<file path="src/rtl/mer_meas_pkg.sv">
// Shared definitions for the MER power measurement block: FSM states and
// the width relations between sample, square and accumulator.
package mer_meas_pkg;

    typedef enum logic [1:0] {
        S_IDLE,
        S_SKIP,
        S_ACCUM,
        S_DONE
    } state_t;

    localparam int DEFAULT_DATA_WIDTH = 18;
    localparam int DEFAULT_LOG2_N     = 16;
    localparam int DEFAULT_SKIP       = 4;

    localparam int SQ_WIDTH  = 2 * DEFAULT_DATA_WIDTH;
    localparam int ACC_WIDTH = SQ_WIDTH + DEFAULT_LOG2_N;

    function automatic int sq_width(input int data_width);
        return 2 * data_width;
    endfunction

    function automatic int acc_width(input int data_width, input int log2_n);
        return sq_width(data_width) + log2_n;
    endfunction

endpackage

</file>
<file path="src/rtl/power_accumulator.sv">
// Squares a signed sample and sums it into a wide register. The next-sum
// value is exported so the caller can capture the final total on the last add.
module power_accumulator
    import mer_meas_pkg::*;
#(
    parameter int DATA_WIDTH = DEFAULT_DATA_WIDTH,
    parameter int LOG2_N     = DEFAULT_LOG2_N
) (
    input  logic                                          clk,
    input  logic                                          reset,
    input  logic                                          clear,
    input  logic                                          enable,
    input  logic signed [DATA_WIDTH-1:0]                  sample,
    output logic        [acc_width(DATA_WIDTH, LOG2_N)-1:0] sum
);

    localparam int SQ_W  = sq_width(DATA_WIDTH);
    localparam int ACC_W = acc_width(DATA_WIDTH, LOG2_N);

    logic signed [SQ_W-1:0]  square;
    logic        [ACC_W-1:0] acc;

    // Sign-extend before multiplying so the most negative sample squares exactly.
    always_comb begin
        square = SQ_W'(sample) * SQ_W'(sample);
        sum    = acc + ACC_W'($unsigned(square));
    end

    always_ff @(posedge clk or posedge reset) begin
        if (reset) begin
            acc <= '0;
        end else if (clear) begin
            acc <= '0;
        end else if (enable) begin
            acc <= sum;
        end
    end

endmodule

</file>
<file path="src/rtl/mer_power_accumulator.sv">
// Measures mean-square error, mean-square signal and peak |error| over a
// window of 2^LOG2_N enabled symbols, after discarding SKIP symbols.
module mer_power_accumulator
    import mer_meas_pkg::*;
#(
    parameter int DATA_WIDTH = DEFAULT_DATA_WIDTH,
    parameter int LOG2_N     = DEFAULT_LOG2_N,
    parameter int SKIP       = DEFAULT_SKIP
) (
    input  logic                         clk,
    input  logic                         reset,
    input  logic                         clk_en,
    input  logic                         start,
    input  logic signed [DATA_WIDTH-1:0] errorless_decision_variable,
    input  logic signed [DATA_WIDTH-1:0] error,
    output logic                         busy,
    output logic                         done,
    output logic [2*DATA_WIDTH-1:0]      mean_sq_error,
    output logic [2*DATA_WIDTH-1:0]      mean_sq_signal,
    output logic [DATA_WIDTH-1:0]        peak_error
);

    localparam int SQ_W    = sq_width(DATA_WIDTH);
    localparam int ACC_W   = acc_width(DATA_WIDTH, LOG2_N);
    localparam int WINDOW  = 1 << LOG2_N;
    localparam int CNT_MAX = (SKIP > WINDOW) ? SKIP : WINDOW;
    localparam int CNT_W   = $clog2(CNT_MAX + 1);

    localparam logic [CNT_W-1:0] SKIP_LAST  = CNT_W'(SKIP - 1);
    localparam logic [CNT_W-1:0] ACCUM_LAST = CNT_W'(WINDOW - 1);
    localparam state_t           FIRST_BUSY = (SKIP == 0) ? S_ACCUM : S_SKIP;

    state_t                  state;
    logic [CNT_W-1:0]        count;
    logic [DATA_WIDTH-1:0]   peak;
    logic [DATA_WIDTH-1:0]   abs_error;
    logic [DATA_WIDTH-1:0]   peak_next;
    logic [ACC_W-1:0]        err_sum;
    logic [ACC_W-1:0]        sig_sum;
    logic                    accept;
    logic                    accum_en;

    // Start is honoured in IDLE/DONE regardless of clk_en; it also clears the accumulators.
    always_comb begin
        accept    = start && ((state == S_IDLE) || (state == S_DONE));
        accum_en  = clk_en && (state == S_ACCUM);
        abs_error = error[DATA_WIDTH-1] ? $unsigned(-error) : $unsigned(error);
        peak_next = (abs_error > peak) ? abs_error : peak;
    end

    power_accumulator #(
        .DATA_WIDTH (DATA_WIDTH),
        .LOG2_N     (LOG2_N)
    ) u_error_acc (
        .clk    (clk),
        .reset  (reset),
        .clear  (accept),
        .enable (accum_en),
        .sample (error),
        .sum    (err_sum)
    );

    power_accumulator #(
        .DATA_WIDTH (DATA_WIDTH),
        .LOG2_N     (LOG2_N)
    ) u_signal_acc (
        .clk    (clk),
        .reset  (reset),
        .clear  (accept),
        .enable (accum_en),
        .sample (errorless_decision_variable),
        .sum    (sig_sum)
    );

    always_ff @(posedge clk or posedge reset) begin
        if (reset) begin
            state          <= S_IDLE;
            count          <= '0;
            peak           <= '0;
            busy           <= 1'b0;
            done           <= 1'b0;
            mean_sq_error  <= '0;
            mean_sq_signal <= '0;
            peak_error     <= '0;
        end else begin
            case (state)
                S_IDLE, S_DONE: begin
                    if (accept) begin
                        state <= FIRST_BUSY;
                        count <= '0;
                        peak  <= '0;
                        busy  <= 1'b1;
                        done  <= 1'b0;
                    end
                end
                S_SKIP: begin
                    if (clk_en) begin
                        if (count == SKIP_LAST) begin
                            state <= S_ACCUM;
                            count <= '0;
                        end else begin
                            count <= count + CNT_W'(1);
                        end
                    end
                end
                S_ACCUM: begin
                    if (clk_en) begin
                        peak <= peak_next;
                        if (count == ACCUM_LAST) begin
                            // The last square is still in flight, so results come from the next-sum values.
                            state          <= S_DONE;
                            count          <= '0;
                            busy           <= 1'b0;
                            done           <= 1'b1;
                            mean_sq_error  <= SQ_W'(err_sum >> LOG2_N);
                            mean_sq_signal <= SQ_W'(sig_sum >> LOG2_N);
                            peak_error     <= peak_next;
                        end else begin
                            count <= count + CNT_W'(1);
                        end
                    end
                end
                default: begin
                    state <= S_IDLE;
                    busy  <= 1'b0;
                    done  <= 1'b0;
                end
            endcase
        end
    end

endmodule
</file>
<file path="config.mk">
export PLATFORM = sky130hd
export DESIGN_NAME = mer_power_accumulator
export DESIGN_NICKNAME = d
export VERILOG_FILES = /design/src/rtl/mer_meas_pkg.sv /design/src/rtl/power_accumulator.sv /design/src/rtl/mer_power_accumulator.sv
export SDC_FILE = /design/constraint.sdc
export NUM_CORES = 2
export LEC_CHECK = 0
export CORE_AREA = 5 5 259 261
export CTS_BUF_LIST = sky130_fd_sc_hd__clkbuf_2
export DETAILED_ROUTE_END_ITERATION = 10
export DIE_AREA = 0 0 264 266
export GPL_TIMING_DRIVEN = 1
export PLACE_DENSITY_LB_ADDON = 0.12
export REMOVE_ABC_BUFFERS = 1
export SKIP_LAST_GASP = 1
export SYNTH_ARGS = -nofsm -noshare
export SYNTH_HDL_FRONTEND = slang
export SYNTH_HIERARCHICAL = 1
export SYNTH_SLANG_ARGS = --single-unit
</file>
<file path="constraint.sdc">
create_clock -name clk -period 4.4 [get_ports clk]
set_input_delay 0.88 -clock clk [delete_from_list [all_inputs] [get_ports clk]]
set_output_delay 0.88 -clock clk [all_outputs]
set_load 0.005 [all_outputs]
</file>
# Word level (Yosys, flattened, before mapping)

Index checks and enable logic that the tools add are counted.

Multipliers: 2
Order comparisons: 1
Eq/ne operators: 10
Reduce and logical (&&, ||, !) cells: 12
Muxes and demuxes: 29
Add/subtract/negate cells: 4

Operators with widths:

| cell                                                  | number |
|---|---|
| 2-to-1 mux 52 bit                                     | 4 |
| adder 52 x 36 -> 52 bit                               | 2 |
| 2-to-1 mux 17 bit                                     | 5 |
| multiplier 18 x 18 -> 36 bit                          | 2 |
| 2-to-1 mux 18 bit                                     | 4 |
| one-hot mux 17 bit (3 select lines)                   | 1 |
| one-hot mux 18 bit (2 select lines)                   | 1 |
| > comparator 18 bit                                   | 1 |
| negation 18 bit                                       | 1 |
| adder 17 x 1 -> 17 bit, second input constant         | 1 |
| equality test 17 x 16 -> 1 bit, second input constant | 1 |
| equality test 17 x 2 -> 1 bit, second input constant  | 1 |
| 2-to-1 mux 2 bit                                      | 5 |
| AND reduction 3 bit                                   | 3 |
| inequality test 2 bit, second input constant          | 4 |
| 2-to-1 mux 1 bit                                      | 6 |
| one-hot mux 2 bit (3 select lines)                    | 1 |
| AND reduction 5 bit                                   | 1 |
| equality test 2 bit, second input constant            | 2 |
| one-hot mux 1 bit (2 select lines)                    | 2 |
| AND reduction 4 bit                                   | 1 |
| nonzero test 2 bit                                    | 2 |
| equality test 2 x 1 -> 1 bit, second input constant   | 1 |
| logical AND 1 bit                                     | 2 |
| other kinds (4)                                       | 4 |

Register bits after elaboration: 233
Input port bits: 40
Output and inout port bits: 92
Word-level logic and storage cells: 68

# Depth between registers and ports, before layout

Depth after elaboration: 6
Mapped depth: 39
Gate-level depth less buffers: 36

# Cells and area by module

The synthesis kept the hierarchy.

By module, submodules not included:

| module                            | cells each | area each (um^2) | seq. area each (um^2) | instances |
|---|---|---|---|---|
| power_accumulator at u_error_acc  | 1759       | 15618.7          | 1301.2                | 1 |
| power_accumulator at u_signal_acc | 1725       | 15503.6          | 1301.2                | 1 |
| mer_power_accumulator             | 704        | 6346.1           | 3228.1                | 1 |

# Worst setup path before layout

OpenSTA, ideal clock, no wires.

Kind: input port to flip-flop
Start point: in error[7]
End point: reg mean_sq_error[30]
Data required time: 4.335 ns
Path buffers: 4
Data arrival time: 8.651 ns
Slack: -4.317 ns
Setup time: 0.065 ns
Stages on the path: 33
Cells stage by stage: clkbuf_1 > clkbuf_1 > nand2_1 > fa_1 > inv_1 > fa_1 > fa_1 > fa_1 > fa_1 > inv_1 > fa_1 > inv_1 > ha_1 > a221oi_2 > o21ai_1 > a221oi_1 > o311a_1 > o21ai_2 > and2_1 > or4_1 > a31oi_1 > xnor2_1 > ha_1 > clkbuf_1 > and4_1 > nand3_1 > a21oi_2 > nor2_2 > buf_4 > nor4_1 > xor2_1 > nand2_1 > nand2_1

Longest elaborated chain between the ends: 2

RTL lines:

| element                      | line                         | RTL |
|---|---|---|
| from (decl)                  | mer_power_accumulator.sv:15  | `input logic signed [DATA_WIDTH-1:0] error,` |
| multiplier 18 x 18 -> 36 bit | power_accumulator.sv:25      | `square = SQ_W'(sample) * SQ_W'(sample);` |
| adder 52 x 36 -> 52 bit      | power_accumulator.sv:26      | `sum = acc + ACC_W'($unsigned(square));` |
| net err_sum[46]              | mer_power_accumulator.sv:38  | `logic [ACC_W-1:0] err_sum;` |
| to (signal assigned)         | mer_power_accumulator.sv:115 | `mean_sq_error <= SQ_W'(err_sum >> LOG2_N);` |
| to (decl)                    | mer_power_accumulator.sv:18  | `output logic [2*DATA_WIDTH-1:0] mean_sq_error,` |

The timed path passes the listed nets, and every way through them passes these cells.
A chain may end at the register's enable or synchronous reset.

# Final worst setup path

Start point: in errorless_decision_variable[6]
End point: reg u_signal_acc.acc[49]

Longest elaborated chain between the ends: 4

RTL lines:

| element                      | line                        | RTL |
|---|---|---|
| from (decl)                  | mer_power_accumulator.sv:14 | `input logic signed [DATA_WIDTH-1:0] errorless_decision_variable,` |
| multiplier 18 x 18 -> 36 bit | power_accumulator.sv:25     |  |
| adder 52 x 36 -> 52 bit      | power_accumulator.sv:26     |  |
| 2-to-1 mux 52 bit            | power_accumulator.sv:34     | `end else if (enable) begin` |
| 2-to-1 mux 52 bit            | power_accumulator.sv:32     | `end else if (clear) begin` |
| to (signal assigned)         | power_accumulator.sv:35     | `acc <= sum;` |
| to (decl)                    | power_accumulator.sv:21     | `logic [ACC_W-1:0] acc;` |

No other way between the ends. The select of a mux whose other input is x is not followed.

==> metrics.csv <==
metric,value,unit
Die Span Y,266,um
post-route ant nets,0,
YS warnings,6,
CP required,5.28,ns
max incr delay on CP,0.59,ns
Setup Viol. Count Final,164,
WL per Instance,19.4,um
worst min-delay path class,in -> reg,
"top cells by area, synth","fa_1 32%, dfrtp_1 16%, ha_1 11%",
"Clk Latency, worst-skew pair",1.08,ns
routed vias,34300,
register area share after synthesis,15.6,%
initial DRC count,2462,
floorplan row count,93,
share of cells above drive strength 1,35.7,%
Post-synth EDFFs,0,
Max-slew headroom,37.4,%
CTS clock-pin slew for the worst setup and hold paths,0.09,ns
CTS Hold Bufs,0,
Period minus WS final,7.92,ns
WS Path Type,in -> reg,
Die ar.,0.0702,mm2
Reg2Reg Depth,11,
RD Place Congestion,0.913,
vias in the first global route,36000,
GRT Total Usage,31.0,%
detailed-route DRC error count,0,
CP arrival,8.81,ns
TritonCTS clock tree,built,
Final WS setup,-3.52,ns
"Hold Vio Cnt, Final",0,
Die X,264,um
Overflow after GRT,0,
H-tree depth,3,
Slew Limit Fails,0,
Util after Layout,81.0,%
reg2reg start,u_signal_acc/acc[10]$_DFFE_PP0P_,
asr flop ratio synth,100,%
Worst setup SP type,input pin,
Tcrit/Tclk final,180,%
Post-Syn Area,0.0375,mm2
hpwl dp,78700,um
Clock Path Buffers,3,
slew at the pin with the worst max-slew slack,0.939,ns
endpoint class of the critical path,flop,
Max-cap violations,0,
top cell type's share of synthesized area,31.8,%
critical path's most frequent cell,buf_4,
Port Buffers,131,
cell taking the most area after synthesis,fa_1,
failing checks,negative setup slack,
Initial Util,58.3,%
Crit-path slowest cell,fa_1,
CTS root buffer,clkbuf_2,
syn avg cell area,8.95,um2
area delta synth->final,38.9,%
initial antenna violation count,3,
RSZ-0062 raised after global routing,yes,
max frequency,126,MHz
worst-path maximum fanout,5,
count of different cell masters after synthesis,102,
first-pass GRT wire length,180000,um
Initial DRT Pass Iterations,8,
WL final,119000,um
Vias/cell,5.58,
R2R Setup Slk,1.11,ns
clk sink count,233,
worst setup path endpoint,u_signal_acc/acc[49]$_DFFE_PP0P_,
core area,0.0642,mm2
Cells after Synth,4188,
fill cell count,3661,
status,"complete, but fails checks",
final net count,6197,
CTS Buf Count,68,
pin count of the biggest net entering global routing,87,
skew final,0.152,ns
"FF+latch count, synth",233,
RR Endpoint,u_signal_acc/acc[49]$_DFFE_PP0P_,
Top Ports,132,
CP startpoint,errorless_decision_variable[6],
Main synth FF type,dfrtp_1,
[critical path: cells and delay by family]
kind	cells	cell delay [ns]
adder cells (fa/ha/maj)	8	3.41
AO/OA/AOI/OAI	9	1.74
buffers and inverters	15	1.63
AND/OR/NAND/NOR	5	0.67
multiplexers	1	0.29
XOR/XNOR	1	0.17
[metal layers]
layer,GRT usage (%),part of all wire [%]
met5,0,0
met4,11.1,5.3
met3,4.10,5.9
met2,54.7,51
met1,39.7,38
[layout by cell type (no fill, tap or decap), drive strengths merged, types with 29 or more instances in the layout]
cell type      synthesis  routed
nor2                 262     263
nand3                 55      55
and3                  29      29
fa                   596     596
nor3                  40      40
a21o                  64      64
nand4                 35      35
xnor2                141     141
clkbuf               111     104
ha                   315     315
dfrtp                233     233
buf                   25    1015
inv                  879     881
and2                 100     100
a21oi                160     160
o21ai                 82      82
xor2                  86      86
clkdlybuf4s50          0      95
mux2i                 58      58
nand2                560     560
[through the flow]
stage	worst slack [ns]	std cells	hold WS [ns]	instance area (um2)	setup TNS (ns)
2_1_floorplan	-4.26	4052	0.470	36900	-549.32
3_3_place_gp	-5.08	5794	0.458	45300	-700.39
3_5_place_dp	-5.13	5794	0.461	45300	-705.48
4_1_cts	-3.14	6073	0.277	50200	-405.77
5_1_grt	-3.58	6148	0.283	52100	-472.33
6_report	-3.52	6148	0.333	52100	-446.67
[cell families (layout without fill, tap and decap cells)]
logic type | count (synthesis) | after routing | share of synthesized area, %
buffers and inverters | 1016 | 2115 | 10.3
adder cells (fa/ha/maj) | 911 | 911 | 42.4
XOR/XNOR | 227 | 227 | 5.31
multiplexers | 68 | 68 | 1.86
AO/OA/AOI/OAI | 526 | 527 | 9.83
flip-flops | 233 | 233 | 15.6
AND/OR/NAND/NOR | 1207 | 1208 | 14.8
other | 0 | 4 | 0
[Yosys cell counts, types with 11 or more instances]
library cell    n
inv_1         879
fa_1          596
nand2_1       560
ha_1          315
nor2_1        260
dfrtp_1       233
a21oi_1       157
xnor2_1       141
clkbuf_1      110
and2_1        100
xor2_1         86
a21o_1         64
o21ai_0        62
mux2i_1        58
nand3_1        55
nor3_1         38
nand4_1        34
and3_1         28
a22o_1         24
nor2b_1        24
nand2b_1       21
o21a_1         21
o211ai_1       18
o21ai_1        18
o21bai_1       18
o31ai_1        18
a31oi_1        12
or3_1          12
a211oi_1       11
buf_2          11
nor3b_1        11
[sequential cells by signal, summed over array words and instances, names as in the netlist, 2 cells and up]
signal and count:
state 2, count 17, mean_sq_error 36, u_error_acc/acc 52
u_signal_acc/acc 52, mean_sq_signal 36, peak_error 18, peak 18
[area by class of cell]
cell class / count / area [um2] / area share, %
clock inverter: 19 / 100 / 0.192
sequential: 233 / 5830 / 11.2
multi-input combinational: 2941 / 31400 / 60.3
inverter: 880 / 3330 / 6.40
antenna: 4 / 10.0 / 0.0192
tap: 855 / 1070 / 2.06
timing repair buffer: 1122 / 9880 / 19.0
clock buffer: 94 / 470 / 0.904
[worst min path at each step]
stage | startpoint | end | cells past startpoint
3_5_place_dp | mean_sq_error[29]$_DFFE_PP0P_ | mean_sq_error[29]$_DFFE_PP0P_ | 2
3_3_place_gp | mean_sq_error[35]$_DFFE_PP0P_ | mean_sq_error[35]$_DFFE_PP0P_ | 2
6_report | error[0] | peak[0]$_DFFE_PP0P_ | 4
5_1_grt | error[0] | peak[0]$_DFFE_PP0P_ | 4
4_1_cts | reset | u_signal_acc/acc[30]$_DFFE_PP0P_ | 2
2_1_floorplan | mean_sq_error[21]$_DFFE_PP0P_ | mean_sq_error[21]$_DFFE_PP0P_ | 2
[what timing repair did]
item / in CTS / in global routing
endpoints found under the setup margin: 166 / 165
setup buffers: 175 / 89
pin swaps: 457 / 346
gates resized for setup: 827 / 407
gates cloned: 11 / 1
Power is left out: the tool's default activity adds up to more than one toggle a clock period on the data nets, which glitch-free logic cannot reach.
